--- src/rtl/alu_if_pkg.sv ---
// Shared definitions for the UART-driven ALU front end: FSM state encoding
// and the ALU opcode values used by the ALU, this interface and the benches.
package alu_if_pkg;

  localparam logic [2:0] ST_WAIT_A  = 3'd0;
  localparam logic [2:0] ST_WAIT_B  = 3'd1;
  localparam logic [2:0] ST_WAIT_OP = 3'd2;
  localparam logic [2:0] ST_CALC    = 3'd3;
  localparam logic [2:0] ST_SEND    = 3'd4;
  localparam logic [2:0] ST_WAIT_TX = 3'd5;

  typedef enum logic [2:0] {
    S_WAIT_A  = ST_WAIT_A,
    S_WAIT_B  = ST_WAIT_B,
    S_WAIT_OP = ST_WAIT_OP,
    S_CALC    = ST_CALC,
    S_SEND    = ST_SEND,
    S_WAIT_TX = ST_WAIT_TX
  } state_t;

  localparam logic [5:0] ADD = 6'd32;
  localparam logic [5:0] SUB = 6'd34;
  localparam logic [5:0] AND = 6'd36;
  localparam logic [5:0] OR  = 6'd37;
  localparam logic [5:0] XOR = 6'd38;
  localparam logic [5:0] SRA = 6'd3;
  localparam logic [5:0] SRL = 6'd2;
  localparam logic [5:0] NOR = 6'd39;

endpackage

--- src/rtl/alu_if_watchdog.sv ---
// Inter-byte idle timer. Down-counter reloaded on every accepted byte;
// o_expire flags the cycle whose edge completes TIMEOUT_CYCLES-1 idle cycles.
module alu_if_watchdog #(
  parameter int TIMEOUT_CYCLES = 50000000
) (
  input  logic i_clock,
  input  logic i_reset,
  input  logic i_clear,
  input  logic i_enable,
  output logic o_expire
);

  localparam int CW = (TIMEOUT_CYCLES > 2) ? $clog2(TIMEOUT_CYCLES) : 1;
  localparam logic [CW-1:0] LOAD = CW'(TIMEOUT_CYCLES - 1);

  logic [CW-1:0] count;

  // Reload on a byte, otherwise count down while the FSM waits mid-frame.
  always_ff @(posedge i_clock or negedge i_reset) begin
    if (!i_reset) begin
      count <= LOAD;
    end else if (i_clear) begin
      count <= LOAD;
    end else if (i_enable && (count != '0)) begin
      count <= count - CW'(1);
    end
  end

  assign o_expire = i_enable && (count == CW'(1));

endmodule

--- src/rtl/alu_uart_if.sv ---
// Frame responder between a UART rx/tx pair and the combinational ALU.
// Collects A, B, opcode bytes, holds them on the ALU inputs, registers the
// result and hands it to the transmitter with a start/done handshake.
// Optional inter-byte timeout enabled with macro ALU_IF_TIMEOUT_EN.
//
// state     | meaning
// WAIT_A    | idle, waiting for operand A byte
// WAIT_B    | waiting for operand B byte
// WAIT_OP   | waiting for opcode byte
// CALC      | ALU inputs stable, result registered this cycle
// SEND      | o_tx_start pulse
// WAIT_TX   | waiting for transmitter done
module alu_uart_if
  import alu_if_pkg::*;
#(
  parameter int NB_DATA        = 8,
  parameter int NB_OP          = 6,
  parameter int TIMEOUT_CYCLES = 50000000
) (
  input  logic               i_clock,
  input  logic               i_reset,
  input  logic [NB_DATA-1:0] i_rx_data,
  input  logic               i_rx_done,
  output logic [NB_DATA-1:0] o_alu_a,
  output logic [NB_DATA-1:0] o_alu_b,
  output logic [NB_OP-1:0]   o_alu_op,
  input  logic [NB_DATA-1:0] i_alu_result,
  output logic [NB_DATA-1:0] o_tx_data,
  output logic               o_tx_start,
  input  logic               i_tx_done,
  output logic               o_busy,
  output logic               o_timeout
);

  state_t state;
  logic   expire;

`ifdef ALU_IF_TIMEOUT_EN
  logic wd_clear;
  logic wd_enable;

  // Any accepted byte restarts the idle window; only mid-frame waits count.
  assign wd_clear  = i_rx_done && ((state == S_WAIT_A) || (state == S_WAIT_B) ||
                                   (state == S_WAIT_OP));
  assign wd_enable = !i_rx_done && ((state == S_WAIT_B) || (state == S_WAIT_OP));

  alu_if_watchdog #(
    .TIMEOUT_CYCLES(TIMEOUT_CYCLES)
  ) u_watchdog (
    .i_clock (i_clock),
    .i_reset (i_reset),
    .i_clear (wd_clear),
    .i_enable(wd_enable),
    .o_expire(expire)
  );
`else
  logic unused_timeout_cfg;
  assign unused_timeout_cfg = (TIMEOUT_CYCLES > 0);
  assign expire = 1'b0;
`endif

  // Frame sequencing FSM with registered operand, result and handshake outputs.
  always_ff @(posedge i_clock or negedge i_reset) begin
    if (!i_reset) begin
      state      <= S_WAIT_A;
      o_alu_a    <= '0;
      o_alu_b    <= '0;
      o_alu_op   <= '0;
      o_tx_data  <= '0;
      o_tx_start <= 1'b0;
      o_busy     <= 1'b0;
      o_timeout  <= 1'b0;
    end else begin
      o_tx_start <= 1'b0;
      o_timeout  <= 1'b0;
      case (state)
        S_WAIT_A: begin
          if (i_rx_done) begin
            o_alu_a <= i_rx_data;
            state   <= S_WAIT_B;
          end
        end
        S_WAIT_B: begin
          // A byte in the expiry cycle wins over the timeout.
          if (i_rx_done) begin
            o_alu_b <= i_rx_data;
            state   <= S_WAIT_OP;
          end else if (expire) begin
            o_timeout <= 1'b1;
            state     <= S_WAIT_A;
          end
        end
        S_WAIT_OP: begin
          if (i_rx_done) begin
            o_alu_op <= i_rx_data[NB_OP-1:0];
            o_busy   <= 1'b1;
            state    <= S_CALC;
          end else if (expire) begin
            o_timeout <= 1'b1;
            state     <= S_WAIT_A;
          end
        end
        S_CALC: begin
          o_tx_data  <= i_alu_result;
          o_tx_start <= 1'b1;
          state      <= S_SEND;
        end
        S_SEND: begin
          state <= S_WAIT_TX;
        end
        S_WAIT_TX: begin
          if (i_tx_done) begin
            o_busy <= 1'b0;
            state  <= S_WAIT_A;
          end
        end
        default: begin
          o_busy <= 1'b0;
          state  <= S_WAIT_A;
        end
      endcase
    end
  end

endmodule

--- config.mk ---
export PLATFORM = sky130hd
export DESIGN_NAME = alu_uart_if
export DESIGN_NICKNAME = d
export VERILOG_FILES = /design/src/rtl/alu_if_pkg.sv /design/src/rtl/alu_if_watchdog.sv /design/src/rtl/alu_uart_if.sv
export SDC_FILE = /design/constraint.sdc
export NUM_CORES = 1
export LEC_CHECK = 0
export BUFFER_PORTS_ARGS = -buffer_cell sky130_fd_sc_hd__buf_2
export CAP_MARGIN = 20
export CORE_ASPECT_RATIO = 1.2
export CORE_MARGIN = 4
export CORE_UTILIZATION = 50
export DETAILED_ROUTE_END_ITERATION = 8
export PLACE_DENSITY = 0.81
export SYNTH_ARGS = -nofsm -noshare
export SYNTH_HDL_FRONTEND = slang
export SYNTH_HIERARCHICAL = 1
export SYNTH_SLANG_ARGS = --single-unit
--- constraint.sdc ---
create_clock -name i_clock -period 2.95 [get_ports i_clock]
set_input_delay 0.4425 -clock i_clock [delete_from_list [all_inputs] [get_ports i_clock]]
set_output_delay 0.4425 -clock i_clock [all_outputs]
set_load 0.005 [all_outputs]
* Word level (Yosys, flattened, before mapping)
Index checks and enable logic that the tools add are counted.
Storage, ports and cells: flip-flop bits (word level) 35, bits of input ports 20, output and inout bits 33, logic and storage cells 33
Operators by class: equal/unequal tests 9, mux-type cells 9, bitwise logic cells 1, reduce and logical (&&, ||, !) cells 7
Operators with widths (number):
- one-hot mux 3 bit (6 select lines) | 1
- 2-to-1 mux 3 bit | 4
- != test 2 bit (second input constant) | 4
- == test 3 x 2 -> 1 bit (second input constant) | 2
- == test 3 bit (second input constant) | 2
- AND reduction 2 bit | 3
- AND reduction 4 bit | 1
- OR reduction 4 bit | 1
- == test 3 x 1 -> 1 bit (second input constant) | 1
- zero test 3 bit | 1
- 2-to-1 mux 1 bit | 3
- one-hot mux 1 bit (3 select lines) | 1
- AND reduction 3 bit | 1
- NOT 1 bit | 1

* Depth between registers and ports, before layout
Gate-level depths: netlist of run 1.
depth in word-level cells 4, mapped depth 4, gate-level depth less buffers 2

* Least setup slack after synthesis of run 1
OpenSTA, ideal clock, no wires.
path type register -> register, start point reg state[2], end point reg o_alu_a[0], library setup time 0.125 ns, arrival time 1.319 ns, required time 2.825 ns, path slack 1.506 ns, cell stages (with the launch flop) 4, buffers on the path 1, period minus slack after synthesis 1.444 ns, cell sequence dfrtp_1 buf_6 nor4b_4 mux2_2
Between the ends: longest elaborated chain between the ends 2
Ends and longest elaborated chain:
- from (decl) | RTL line alu_uart_if.sv:35 | state_t state;
- from (signal assigned) | RTL line alu_uart_if.sv:65 | state <= S_WAIT_A;
- from (signal assigned) | RTL line alu_uart_if.sv:80 | state <= S_WAIT_B;
- from (signal assigned) | RTL line alu_uart_if.sv:87 | state <= S_WAIT_OP;
- zero test 3 bit | RTL line alu_uart_if.sv:76 | case (state)
- AND reduction 2 bit (no source line)
- to (signal assigned) | RTL line alu_uart_if.sv:79 | o_alu_a <= i_rx_data;
- to (decl) | RTL line alu_uart_if.sv:24 | output logic [NB_DATA-1:0] o_alu_a,
No other way between the ends. A chain may end at the register's enable or synchronous reset.

* Final worst setup path of run 1
start point reg state[2], end point reg o_alu_a[4]
The elaborated chain is that of the path after synthesis.

==> results of run 1 <==
[routing by layer]
metal	vias up	track usage (%)
li1	411	-
met1	433	17.59
met2	20	29.09
met3	2	5.859
met4	0	6.231
met5	-	0
[area by class of cell]
class	count	area, um^2	share of cell area [%]
Inverter	1	3.754	0.2201
Clock buffer	6	51.30	3.008
Tap cell	33	41.29	2.421
Sequential cell	35	875.8	51.36
Timing Repair Buffer	51	255.2	14.97
Multi-Input combinational cell	45	473.0	27.73
Clock inverter	1	5.005	0.2935
[flip-flops by register name, indices dropped and copies added, names as in the netlist]
| name | count |
|---|---|
| o_tx_data | 8 |
| o_alu_b | 8 |
| o_tx_start | 1 |
| o_alu_a | 8 |
| o_busy | 1 |
| state | 3 |
| o_alu_op | 6 |
[how the worst max path moves through the flow]
stage	end	cells after the start
final	o_alu_a[4]	2
after global routing	o_alu_a[0]	2
after CTS	o_alu_a[4]	2
after detailed placement	o_alu_a[5]	3
after global placement	o_alu_a[0]	3
after floorplan	o_alu_a[0]	3
[power groups by stage]
| stage | combinational (mW) | sequential, mW | clock [mW] |
|---|---|---|---|
| after CTS | 0.716 | 0.874 | 0.268 |
| after detailed placement | 0.713 | 0.882 | 0 |
| after floorplan | 0.450 | 0.859 | 0 |
| after global routing | 0.765 | 0.908 | 0.290 |
| final | 0.696 | 0.871 | 0.255 |
| after global placement | 0.684 | 0.863 | 0 |
[cell families (layout without fill, tap and decap cells)]
family / Yosys count / after routing / synth area share [%]
compound gates: 5 / 5 / 2.686
mux: 30 / 30 / 24.17
buf+inv: 7 / 59 / 3.491
other cells: 1 / 1 / 0.2683
flops: 35 / 35 / 62.67
simple gates: 9 / 9 / 6.714
[metrics by stage]
| stage | power, mW | cell area, um^2 | utilization (%) | instances | hold slack, ns |
|---|---|---|---|---|---|
| 2_1_floorplan | 1.308 | 1398 | - | 87 | 0.1469 |
| 3_3_place_gp | 1.547 | 1649 | 63.37 | 165 | 0.4830 |
| 3_5_place_dp | 1.595 | 1649 | 63.37 | 165 | 0.4903 |
| 4_1_cts | 1.858 | 1705 | 65.53 | 172 | 0.1966 |
| 5_1_grt | 1.963 | 1705 | 65.53 | 172 | 0.2049 |
| 6_report | 1.821 | 1705 | 65.53 | 172 | 0.1807 |
[synth_stat cells]
master                     count
sky130_fd_sc_hd__a211o_1       2
sky130_fd_sc_hd__a21bo_2       1
sky130_fd_sc_hd__a21oi_1       2
sky130_fd_sc_hd__and2b_1       1
sky130_fd_sc_hd__and4bb_2      2
sky130_fd_sc_hd__buf_2         2
sky130_fd_sc_hd__buf_4         1
sky130_fd_sc_hd__buf_6         2
sky130_fd_sc_hd__clkbuf_2      1
sky130_fd_sc_hd__conb_1        1
sky130_fd_sc_hd__dfrtp_1      35
sky130_fd_sc_hd__inv_1         1
sky130_fd_sc_hd__mux2_2       30
sky130_fd_sc_hd__nand2b_1      1
sky130_fd_sc_hd__nand3b_1      2
sky130_fd_sc_hd__nor3b_1       1
sky130_fd_sc_hd__nor4b_1       1
sky130_fd_sc_hd__nor4b_4       1
==> run summary, run 1 <==
- CTS-repair resized insts: 0
- slew margin rel.: 48.73%
- wire length of the first global-routing pass: 4.519 mm
- FMAX: 632.5 MHz
- switching component of the power: 558.2 uW
- # nets final: 159
- Port Buffers: 51
- sequential group share of total power: 47.8%
- internal cell power: 1.263 mW
- area growth from synthesis to layout: 22.02%
- average wire length per cell after detail routing: 15.53 um
- pre-CTS WS: 1.367 ns
- Worst Setup Start Kind: register
- I/O pin total: 53
- worst flop-to-flop path endpoint: o_alu_a[4]
- All-Layer GR Usage: 16.29%
- worst-case clock skew: 0.005959 ns
- total nets after synthesis: 107
- initial core utilization: 53.70%
- transition time at the pin with the least slew margin: 0.7691 ns
- critical path required time: 3.16 ns
- critical path data arrival time: 1.79 ns
- total inserted antenna cells: 0
- number of setup violations in the final report: 0
- Sw Ratio: 30.65%
- CP cell instances: nor4b_4 > mux2_2
- cell leakage power: 0.8276 nW
- number of post-CTS setup repair buffers: 0
- register-to-register setup slack: 1.37 ns
- clock transition at the register clock pins on the worst setup and hold paths after CTS: 0.10 ns
- root buffer cell: sky130_fd_sc_hd__clkbuf_4
- area share of the largest cell type after synthesis: 62.67%
- Ys Warns: 6
- overall die height: 65.92 um
- highest-delay cell along the critical path: sky130_fd_sc_hd__nor4b_4
- antenna-violating nets left: 0
- global placer's final weighted congestion: 0.6699
- vias per std cell: 5.035
- kind of cell adding the most delay to the critical path: simple AND/OR/NAND/NOR gates
- status: completed
- critical path launch point: state[2]
- maximum number of pins on one net before global-route repair: 36
- peak supply drop: 569.7 uV
- worst min path class: input pin to async pin
- average cell area after synthesis: 16.06 um^2
- commonest cells after routing, fill and taps aside: sky130_fd_sc_hd__buf_2 (51), sky130_fd_sc_hd__dfrtp_1 (35), sky130_fd_sc_hd__mux2_2 (30)
- via count: 866
- share of the cycle needed by the critical path after routing: 53.60%
- Gate Count Post-Synth: 87
- initial antenna violation count: 0
- Crit path largest cell delay: 0.58 ns
- count of maximum capacitance violations: 0
- DRT Wirelength: 2.671 mm
- latest clock arrival within the worst-skew pair: 0.32 ns
- final hold vios: 0
- maximum fanout along the worst path: 10
- crit path buf inv count: 0
- library cells used by synthesis: 18
- clock tree from TritonCTS: built
- routed length on met2: 1.540 mm
- # rows: 20
- min setup slack post-route: 1.369 ns
- fillers: 223
- Crit Path Class: register to register
- Core Footprint: 2603 um^2
- post-synthesis sequential area ratio: 62.67%
- die width: 56.27 um
- number of levels in the clock H-tree: 2
- library cell occupying the most area in the post-synthesis netlist: sky130_fd_sc_hd__dfrtp_1
- FF-to-FF Start: state[2]
- clock share of power: 14.0%
- top cells by area, synth: sky130_fd_sc_hd__dfrtp_1 (63%), sky130_fd_sc_hd__mux2_2 (24%), sky130_fd_sc_hd__and4bb_2 (1.8%), sky130_fd_sc_hd__nor4b_4 (1.7%), sky130_fd_sc_hd__buf_6 (1.6%)
- CTS buffer count: 5
- starting DRC count in detailed routing: 4
- routed length on met3: 126 um
- placed wire-length estimate after detailed placement: 1.976 mm
- highest metal used: met4
- area of the mapped netlist: 1398 um^2
- most common cell after layout, fill and taps aside: sky130_fd_sc_hd__buf_2
- Worst R2R Path Depth: 2
- Clock Sink Count: 35
- #FFs+latches synth: 35
- total DRC errors in the routed layout: 0
- number of global-route vias before repair: 947
- Critical Path End Type: register
- number of buffers between clock root and the deepest sink: 2
- areal power density over the cells: 1068 nW/um^2
- number of hold buffers added after CTS: 0
- Min Clock Period, post-route: 1.581 ns
- remaining global-route overflow: 0
- die area: 3709 um^2
- portion of total power attributed to combinational logic: 38.2%
- detailed-route wire length on metal 1: 985 um
- RSZ-0062 raised after global routing: no
- router iterations before antenna repair: 3
- post-route setup TNS: 0 ns
- ratio of cells with drive above 1 in the final layout: 66.19%
- max-slew violation count: 0
No activity file was read; power rests on OpenSTA's default activity.
==> run 2, diff against run 1 <==
- ABC_AREA: default -> 1
- CORE_UTILIZATION: 50 -> 48
- PLACE_DENSITY: 0.81 -> 0.77
- clock period: 2.95 -> 1.65 ns (I/O delays scaled with it)
==> run 2 against run 1 <==
Worst hold slack worse by 0.071 ns; critical path depth up 2; global-route usage up 1.4 points; setup slack worse by 1.0 ns; final cell count up 40%; fmax up 19%; clock skew about the same; clock-buffer cell count unchanged; sequential share of layout area down 3.1 points; non-clock buffer count up 2; sequential power up 77%; utilization down 5.5 points; largest power group unchanged; largest cell class unchanged.
==> run summary, run 2 <==
- status: completed
- area share of the largest cell type after synthesis: 58.14%, -4.5 points
- latest clock arrival within the worst-skew pair: 0.33 ns, about the same
- worst-case clock skew: 0.006218 ns, +0.0002598 ns
- average cell area after synthesis: 10.04 um^2, -37%
- number of cells on the worst hold path: 3
- overall die height: 69.37 um, +5.2%
- cell leakage power: 1.008 nW, +22%
- die width: 59.14 um, +5.1%
- placed wire-length estimate after detailed placement: 2.330 mm, +18%
- clock transition at the register clock pins on the worst setup and hold paths after CTS: 0.09 ns, about the same
- count of maximum capacitance violations: 0, unchanged
- commonest cells after routing, fill and taps aside: sky130_fd_sc_hd__nand2_1 (51), sky130_fd_sc_hd__buf_2 (51), sky130_fd_sc_hd__dfrtp_1 (35)
- area growth from synthesis to layout: 20.60%
- Clock Sink Count: 35, unchanged
- total inserted antenna cells: 0, unchanged
- Worst R2R Path Depth: 4, +2
- # nets final: 225, +42%
- Core Footprint: 3028 um^2, +16%
- #FFs+latches synth: 35, unchanged
- DRT Wirelength: 3.086 mm, +16%
- met3 usage in global routing: 6.518%, +0.66 points
- area of the mapped netlist: 1506 um^2, +7.8%
- RSZ-0062 raised after global routing: no
- initial core utilization: 49.75%, -3.9 points
- post-route setup TNS: 0 ns, unchanged
- Worst Setup Start Kind: register
- die area: 4103 um^2, +11%
- area occupied by registers: 875.8 um^2, unchanged
- start point of the worst min-delay path: i_alu_result[2]
- final core area utilization: 60.00%, -5.5 points
- Gate Count Post-Synth: 150, +72%
- Port Buffers: 51, unchanged
- max-slew violation count: 0, unchanged
- endpoint of the worst hold-timing path: o_tx_data[2]
- worst min path class: input pin to register
- ratio of cells with drive above 1 in the final layout: 40.69%, -26 points
- number of levels in the clock H-tree: 2, unchanged
- total DRC errors in the routed layout: 0, unchanged
- number of enable-type register cells in the synthesized netlist: 0, unchanged
- most used standard cells in the synthesized netlist: sky130_fd_sc_hd__nand2_1 (51), sky130_fd_sc_hd__dfrtp_1 (35), sky130_fd_sc_hd__o21ai_2 (15)
- critical path required time: 1.87 ns, -1.29 ns
- maximum fanout along the worst path: 13, +3
- clock tree from TritonCTS: built
- number of buffers between clock root and the deepest sink: 2, unchanged
- final hold vios: 0, unchanged
- CTS buffer count: 5, unchanged
- wire length of the first global-routing pass: 5.375 mm, +19%
- Critical Path End Type: register
- peak supply drop: 999.9 uV, +76%
- critical path data arrival time: 1.55 ns, -0.24 ns
- # rows: 22, +10%
- All-Layer GR Usage: 17.67%, +1.4 points
- remaining global-route overflow: 0, unchanged
- initial antenna violation count: 0, unchanged
- maximum number of pins on one net before global-route repair: 36, unchanged
- vias per std cell: 4.829, -4.1%
- busiest metal layer after global routing: met2
- fillers: 277, +24%
- global placer's final weighted congestion: 0.8234, +23%
- FMAX: 751.6 MHz, +19%
- post-synthesis sequential area ratio: 58.14%, -4.5 points
- number of setup violations in the final report: 0, unchanged
- top cells by area, synth: sky130_fd_sc_hd__dfrtp_1 (58%), sky130_fd_sc_hd__nand2_1 (13%), sky130_fd_sc_hd__o21ai_2 (8.7%), sky130_fd_sc_hd__nand3_4 (3.5%), sky130_fd_sc_hd__inv_1 (3.0%)
- router iterations before antenna repair: 4, +1
- largest registers: o_alu_a: 8 flops, o_alu_b: 8 flops, o_tx_data: 8 flops
- I/O pin total: 53, unchanged
- antenna-violating nets left: 0, unchanged
- FF-to-FF Start: state[0]
- M2 GR Usage: 28.26%, -0.84 points
- via count: 1,159, +34%
- areal power density over the cells: 1768 nW/um^2, +66%
- Ys Warns: 6, unchanged
- Top FF cell, synth: sky130_fd_sc_hd__dfrtp_1
- critical path launch point: state[0]
- Post-synth ARST share: 100.0%, unchanged
- area occupied by multi-input gates: 529.3 um^2, +12%
- most common cell in the synthesized netlist: sky130_fd_sc_hd__nand2_1
- number of global-route vias before repair: 1,124, +19%
- worst flop-to-flop path endpoint: o_alu_op[5]
- starting DRC count in detailed routing: 28, +24
- Min Clock Period, post-route: 1.330 ns, -0.2507 ns
- library cell occupying the most area in the post-synthesis netlist: sky130_fd_sc_hd__dfrtp_1
- root buffer cell: sky130_fd_sc_hd__clkbuf_4
- register-to-register setup slack: 0.32 ns, -1.05 ns
- filler-free cell count of the finished design: 240, +40%
- library cells used by synthesis: 18, unchanged
- total nets after synthesis: 170, +59%
- share of the cycle needed by the critical path after routing: 80.63%, +27 points
- number of post-CTS setup repair buffers: 0, unchanged
- Crit Path Class: register to register
- average wire length per cell after detail routing: 12.86 um, -17%
- global routing usage on met1: 21.12%, +3.5 points
- Cells after DPL: 233, +41%
run 2: cell type report:
class                      instances  share of cell area (%)
inverter                          14                   2.893
tap                               36                   2.479
sequential                        35                   48.21
multi-input combinational         96                   29.13
timing repair buffer              53                   15.01
clock buffer                       6                   2.273
run 2: how the worst max path moves through the flow:
stage                  endpoint  slack (ns)  cells past startpoint
floorplan            o_alu_a[3]        0.48                      6
finish              o_alu_op[5]        0.32                      4
global placement    o_alu_op[0]        0.41                      4
detailed placement  o_alu_op[0]        0.34                      4
CTS                 o_alu_op[5]        0.33                      4
global route         o_alu_a[5]        0.24                      4
run 2: through the flow:
step / area [um^2] / power, mW / hold WS [ns] / worst slack [ns]
floorplan: 1506 / 2.327 / -0.04809 / 0.4791
global placement: 1765 / 2.772 / 0.2968 / 0.4113
detailed placement: 1765 / 2.848 / 0.3068 / 0.3363
CTS: 1817 / 3.267 / 0.09701 / 0.3257
global route: 1817 / 3.517 / 0.08381 / 0.2368
finish: 1817 / 3.213 / 0.1101 / 0.3196
run 2: critical path, cell delays in order, from the launching register on:
cell and delay, ns:
sky130_fd_sc_hd__dfrtp_1 0.52, sky130_fd_sc_hd__inv_1 0.25, sky130_fd_sc_hd__nand3_4 0.25, sky130_fd_sc_hd__nand2_1 0.14, sky130_fd_sc_hd__o21ai_2 0.05
run 2: repair_timing:
item,4_1_cts,5_1_grt
hold buffers,1,0
resized for setup,0,0
endpoints found under the hold margin,35,0
run 2: cells by family (layout without fill, tap and decap cells):
kind of cell | Yosys count | in the layout | share of synthesized area, %
and+or+nand+nor | 69 | 69 | 22.51
DFF | 35 | 35 | 58.14
other | 1 | 1 | 0.2489
AOI/OAI and AO/OA | 26 | 26 | 12.38
buffers and inverters | 19 | 73 | 6.727
run 2: layer usage:
metal	wire length [um]	up-vias
met4	81	0
met3	161	8
met1	1281	547
met5	0	-
li1	-	577
met2	1562	27
run 2: power by group:
| group | leakage (nW) | switching (mW) | internal, mW |
|---|---|---|---|
| combinational | 0.547 | 0.686 | 0.582 |
| clock | 0.0242 | 0.255 | 0.151 |
| sequential | 0.437 | 0.283 | 1.25 |
